File: src/rtl/pipe_pkg.sv
// Shared constants and types for the write-back stage and register file.
package pipe_pkg;

    localparam int DATA_W   = 32;
    localparam int ADDR_W   = 5;
    localparam int NUM_REGS = 32;

    // Write-back source select encodings.
    localparam logic [1:0] MD_FUNC = 2'b00;
    localparam logic [1:0] MD_MEM  = 2'b01;
    localparam logic [1:0] MD_SLT  = 2'b10;
    localparam logic [1:0] MD_RSVD = 2'b11;

    localparam logic [ADDR_W-1:0] REG_ZERO = 5'd0;

    // Contents of the WB pipeline register.
    typedef struct packed {
        logic              rw;
        logic [ADDR_W-1:0] da;
        logic [1:0]        md;
        logic [DATA_W-1:0] f;
        logic              nxorv;
    } wb_reg_t;

endpackage

File: src/rtl/register_array.sv
// 32x32 register array: two asynchronous read ports, one synchronous write
// port, R0 reads as zero and is never written, synchronous clear on reset.
module register_array
    import pipe_pkg::*;
(
    input  logic              clk,
    input  logic              reset,
    input  logic              we,
    input  logic [ADDR_W-1:0] waddr,
    input  logic [DATA_W-1:0] wdata,
    input  logic [ADDR_W-1:0] raddr_a,
    input  logic [ADDR_W-1:0] raddr_b,
    output logic [DATA_W-1:0] rdata_a,
    output logic [DATA_W-1:0] rdata_b
);

    logic [DATA_W-1:0] mem [NUM_REGS];

    // Clear everything on reset; otherwise write any register except R0.
    always_ff @(posedge clk) begin
        if (reset) begin
            for (int i = 0; i < NUM_REGS; i++) begin
                mem[i] <= '0;
            end
        end else if (we && (waddr != REG_ZERO)) begin
            mem[waddr] <= wdata;
        end
    end

    // Address 0 is decoded to zero rather than relying on mem[0] contents.
    always_comb begin
        rdata_a = '0;
        rdata_b = '0;
        if (raddr_a != REG_ZERO) rdata_a = mem[raddr_a];
        if (raddr_b != REG_ZERO) rdata_b = mem[raddr_b];
    end

endmodule

File: src/rtl/write_back_register_file.sv
// Write-back stage plus register file: WB pipeline register, write-back
// source mux, register array with write-through bypass, and RAW hazard
// detection against the instruction currently in execute.
module write_back_register_file
    import pipe_pkg::*;
(
    input  logic              clk,
    input  logic              reset,
    input  logic              RW_EX,
    input  logic [ADDR_W-1:0] DA_EX,
    input  logic [1:0]        MD_EX,
    input  logic [DATA_W-1:0] F_EX,
    input  logic              NxorV_EX,
    input  logic [DATA_W-1:0] DMEM_DATA,
    input  logic [ADDR_W-1:0] AA,
    input  logic [ADDR_W-1:0] BA,
    input  logic              use_A,
    input  logic              use_B,
    output logic [DATA_W-1:0] A_DATA,
    output logic [DATA_W-1:0] B_DATA,
    output logic              stall,
    output logic              RW_WB,
    output logic [ADDR_W-1:0] DA_WB,
    output logic [DATA_W-1:0] WB_DATA
);

    wb_reg_t           wb_q;
    logic              wb_we;
    logic [DATA_W-1:0] arr_a;
    logic [DATA_W-1:0] arr_b;

    // WB pipeline register: unconditional capture, bubbles arrive as RW_EX=0.
    always_ff @(posedge clk) begin
        if (reset) begin
            wb_q <= '0;
        end else begin
            wb_q.rw    <= RW_EX;
            wb_q.da    <= DA_EX;
            wb_q.md    <= MD_EX;
            wb_q.f     <= F_EX;
            wb_q.nxorv <= NxorV_EX;
        end
    end

    // Select the write-back value; the reserved encoding drives zero.
    always_comb begin
        WB_DATA = '0;
        case (wb_q.md)
            MD_FUNC: WB_DATA = wb_q.f;
            MD_MEM:  WB_DATA = DMEM_DATA;
            MD_SLT:  WB_DATA = {{(DATA_W-1){1'b0}}, wb_q.nxorv};
            MD_RSVD: WB_DATA = '0;
            default: WB_DATA = '0;
        endcase
    end

    assign RW_WB = wb_q.rw;
    assign DA_WB = wb_q.da;
    assign wb_we = wb_q.rw && (wb_q.da != REG_ZERO);

    register_array u_register_array (
        .clk     (clk),
        .reset   (reset),
        .we      (wb_we),
        .waddr   (wb_q.da),
        .wdata   (WB_DATA),
        .raddr_a (AA),
        .raddr_b (BA),
        .rdata_a (arr_a),
        .rdata_b (arr_b)
    );

    // Read ports: R0 is zero, then bypass from WB, then the array.
    // Outputs are held at zero while reset is asserted.
    always_comb begin
        A_DATA = '0;
        B_DATA = '0;
        if (!reset) begin
            if (AA == REG_ZERO)                A_DATA = '0;
            else if (wb_we && (wb_q.da == AA)) A_DATA = WB_DATA;
            else                               A_DATA = arr_a;
            if (BA == REG_ZERO)                B_DATA = '0;
            else if (wb_we && (wb_q.da == BA)) B_DATA = WB_DATA;
            else                               B_DATA = arr_b;
        end
    end

    // RAW hazard against execute only; WB-stage dependencies are bypassed.
    always_comb begin
        stall = 1'b0;
        if (!reset && RW_EX && (DA_EX != REG_ZERO)) begin
            stall = (use_A && (AA == DA_EX)) || (use_B && (BA == DA_EX));
        end
    end

endmodule

File: config.mk
export PLATFORM = sky130hd
export DESIGN_NAME = write_back_register_file
export DESIGN_NICKNAME = d
export VERILOG_FILES = /design/src/rtl/pipe_pkg.sv /design/src/rtl/register_array.sv /design/src/rtl/write_back_register_file.sv
export SDC_FILE = /design/constraint.sdc
export NUM_CORES = 2
export LEC_CHECK = 0
export ABC_AREA = 1
export BUFFER_PORTS_ARGS = -buffer_cell sky130_fd_sc_hd__buf_2
export CAP_MARGIN = 15
export CORE_ASPECT_RATIO = 0.75
export CORE_UTILIZATION = 40
export CTS_CLUSTER_SIZE = 24
export DETAILED_ROUTE_END_ITERATION = 10
export PLACE_DENSITY_LB_ADDON = 0.05
export SYNTH_ARGS = -nofsm -noshare
export SYNTH_HDL_FRONTEND = slang
export SYNTH_HIERARCHICAL = 1
export SYNTH_SLANG_ARGS = --single-unit
File: constraint.sdc
create_clock -name clk -period 3.55 [get_ports clk]
set_clock_uncertainty 0.2 [all_clocks]
set_input_delay 0.71 -clock clk [delete_from_list [all_inputs] [get_ports clk]]
set_output_delay 0.71 -clock clk [all_outputs]
set_load 0.005 [all_outputs]
==> reports/results.ini <==
[synth]
synth_top_area_share=0.511
syn_avg_cell_area_sq_um=7.61
yosys.area.top_type=edfxtp_1
synth_seq_cells=1065
synthAdderAreaFrac=0
synth.yosys.warnings=6
synth_xor_xnor_area_share=0.00102
synth-simple-area-share=0.352
muxShareOfSynthArea=0
syn-cell-area_sq_um=60200
synth_top_family_by_area=simple AND/OR/NAND/NOR gates
synth-seq-area-share=0.524
synth_cell_type_count=31
synthTopCellsByArea=edfxtp_1 (51%), nand2_1 (14%), nor2_1 (12%)
syn_inst=7913
synth_compound_area_frac=0.0539

[worst_setup_path]
critPathArrivalTime_ns=2.66
r2r_end=u_register_array/mem[21][24]$_SDFFCE_PN0P_
crit_path_start_kind=primary input
cp_max_fo=8
rr_worst_depth=13
worstPathRequired_ns=2.64
r2r_slack_ns=0.55
critPathCaptureType=output port
crit_end=A_DATA[9]
critical_path_class=primary input to output port
r2r_start=DA_WB[2]$_SDFF_PP0_
startpoint=AA[0]

[floorplanning]
core-area_sq_um=149000
ios=190
initial_core_util=0.406
fp.dieH_um=338
die_x_um=450
rows=122
die-area_sq_um=152000

[timing]
tightest_slew_ns=0.919
hold_ws_ns=0.0536
layout_min_cycle_time_ns=3.57
fin_ws_ns=-0.0172
max_freq_mhz=280
rsz0062_at_grt=true
finalCritPeriodShare=1.00
setup_violations=1
drv_slew=0
hold_viol_final=0
max_slew_margin=0.383

[pwr]
finalPower_uw=32200
ir_worst_vdd_v=0.000400
power_density_nw_per_um2=438
leakagePower_uw=0.0307

[route]
wire_per_inst_um=25.6
drc=0
drt-total-wl_mm=265
ant_nets=0
vias_per_cell=5.67
drt_iter0_drc=7449
dr.pass1.iters=7
vias=58605

[clock_network]
cts.sink_count=1065
cts-root-buf=clkbuf_16
cts_tree=done
clk_transition_reported_paths_ns=0.06
htreeDepth=3
cts_buffers=115
clockBufferDepth=3
insertion_delay_ns=0.76

[placed_design]
io_buffers=189
gp_congestion=0.915
hpwl_mm=169

[global_route]
grt_overflow=0
grt_use_total=0.334
grt_max_degree=49
grt_pass1_wl_mm=373
grt_pass1_vias=54930
antenna_found_initial=1

[cells_and_area]
final_common_cell=nand2_1
area_growth_pct=22.0
antenna_cells=0
final_cell_mix=nand2_1 (2154), nor2_1 (1874), nand3_1 (1036)
nFillCells=14155
nets=8337
drive_gt1_frac=0.147

[hold_path]
worstHoldPathType=primary input to flip-flop

[outcome]
outcome=complete, but fails checks
failed_checks=negative setup slack

[flow_run]
cap_violations=0

[worst min path at each step]
stage                  startpoint                                       end  slack [ns]  depth (start not counted)
3_5_place_dp             F_EX[30]                       wb_q[31]$_SDFF_PP0_        0.72                          3
4_1_cts                  DA_EX[0]                       DA_WB[0]$_SDFF_PP0_        0.01                          3
2_1_floorplan  wb_q[0]$_SDFF_PP0_  u_register_array/mem[5][0]$_SDFFCE_PN0P_        0.56                          6
3_3_place_gp              F_EX[1]                        wb_q[2]$_SDFF_PP0_        0.71                          3
5_1_grt                  DA_EX[2]                       DA_WB[2]$_SDFF_PP0_        0.06                          3
6_report                 DA_EX[3]                       DA_WB[3]$_SDFF_PP0_        0.05                          3
[metrics by stage]
step / area, sq um / worst slack (ns) / instances / setup TNS, ns / utilization
6_report: 73500 / -0.0172 / 10331 / -0.0172 / 0.495
4_1_cts: 71900 / -0.0154 / 10276 / -0.0154 / 0.484
3_3_place_gp: 67100 / -0.286 / 10005 / -3.09 / 0.452
2_1_floorplan: 60300 / 0.607 / 7944 / 0 / -
5_1_grt: 73500 / -0.0630 / 10331 / -1.63 / 0.495
3_5_place_dp: 67100 / -0.271 / 10005 / -3.45 / 0.452
[cell usage after synthesis (all sizes together)]
cell and instances:
nand2 2221, nor2 1979, nand3 1056, edfxtp 1024
o21ai 440, buf 364, clkbuf 307, inv 274
a21oi 123, dfxtp 41, o21a 31, o211ai 23
nor3 8, nand4 4, o22ai 4, xnor2 4
clkinv 3, xor2 3, nor2b 2, and2 1
conb 1
[flip-flops by register name (all words and copies together) (netlist names)]
name / count
DA_WB: 5
RW_WB: 1
wb_q: 35
u_register_array/mem: 1024
[power by group]
group	internal [uW]	switching [uW]	total (uW)
registers	14100	193	14300
logic	1740	3520	5260
clock network	7240	5410	12600
[cell type report]
cell class / count / area, sq um / share of cell area
repair buffers: 858 / 9110 / 0.124
well taps: 1984 / 2480 / 0.0338
multi-input cells: 5931 / 25300 / 0.345
flip-flops and latches: 1065 / 31600 / 0.430
repair inverters: 2 / 32.5 / 0.000443
inverters: 277 / 1120 / 0.0153
clock buffers: 147 / 3110 / 0.0424
clock inverters: 67 / 704 / 0.00958
[timing repair]
item	4_1_cts	5_1_grt
hold endpoints to repair	37	0
pin swaps	5	57
hold buffers	37	0
gates cloned	8	19
setup buffers	12	36
resized for setup	63	233
setup endpoints to repair	45	60
[cells by family after synthesis]
family	Yosys count
DFF	1065
other	1
and+or+nand+nor	5271
xor gates and xnor gates	7
buffers and inverters	948
AOI/OAI and AO/OA	621
[layer usage]
layer | track usage | routed length [um] | vias to the layer above
met4 | 0.129 | 10900 | 2
li1 | - | - | 26429
met1 | 0.470 | 112000 | 28122
met5 | 0 | 13 | -
met2 | 0.505 | 113000 | 3535
met3 | 0.0661 | 28900 | 517
[critical path: stages]
cell	delay, ns
buf_16	0.15
buf_16	0.20
buf_16	0.17
buf_12	0.15
nand2_1	0.06
nand3_1	0.07
nand3_1	0.09
nand2_1	0.08
nor2_2	0.16
nand2_1	0.09
nand2_1	0.14
nor2_1	0.06
buf_4	0.13
nor2_1	0.13
nor2_1	0.07
buf_2	0.13
(Power assumes the default switching activity.)
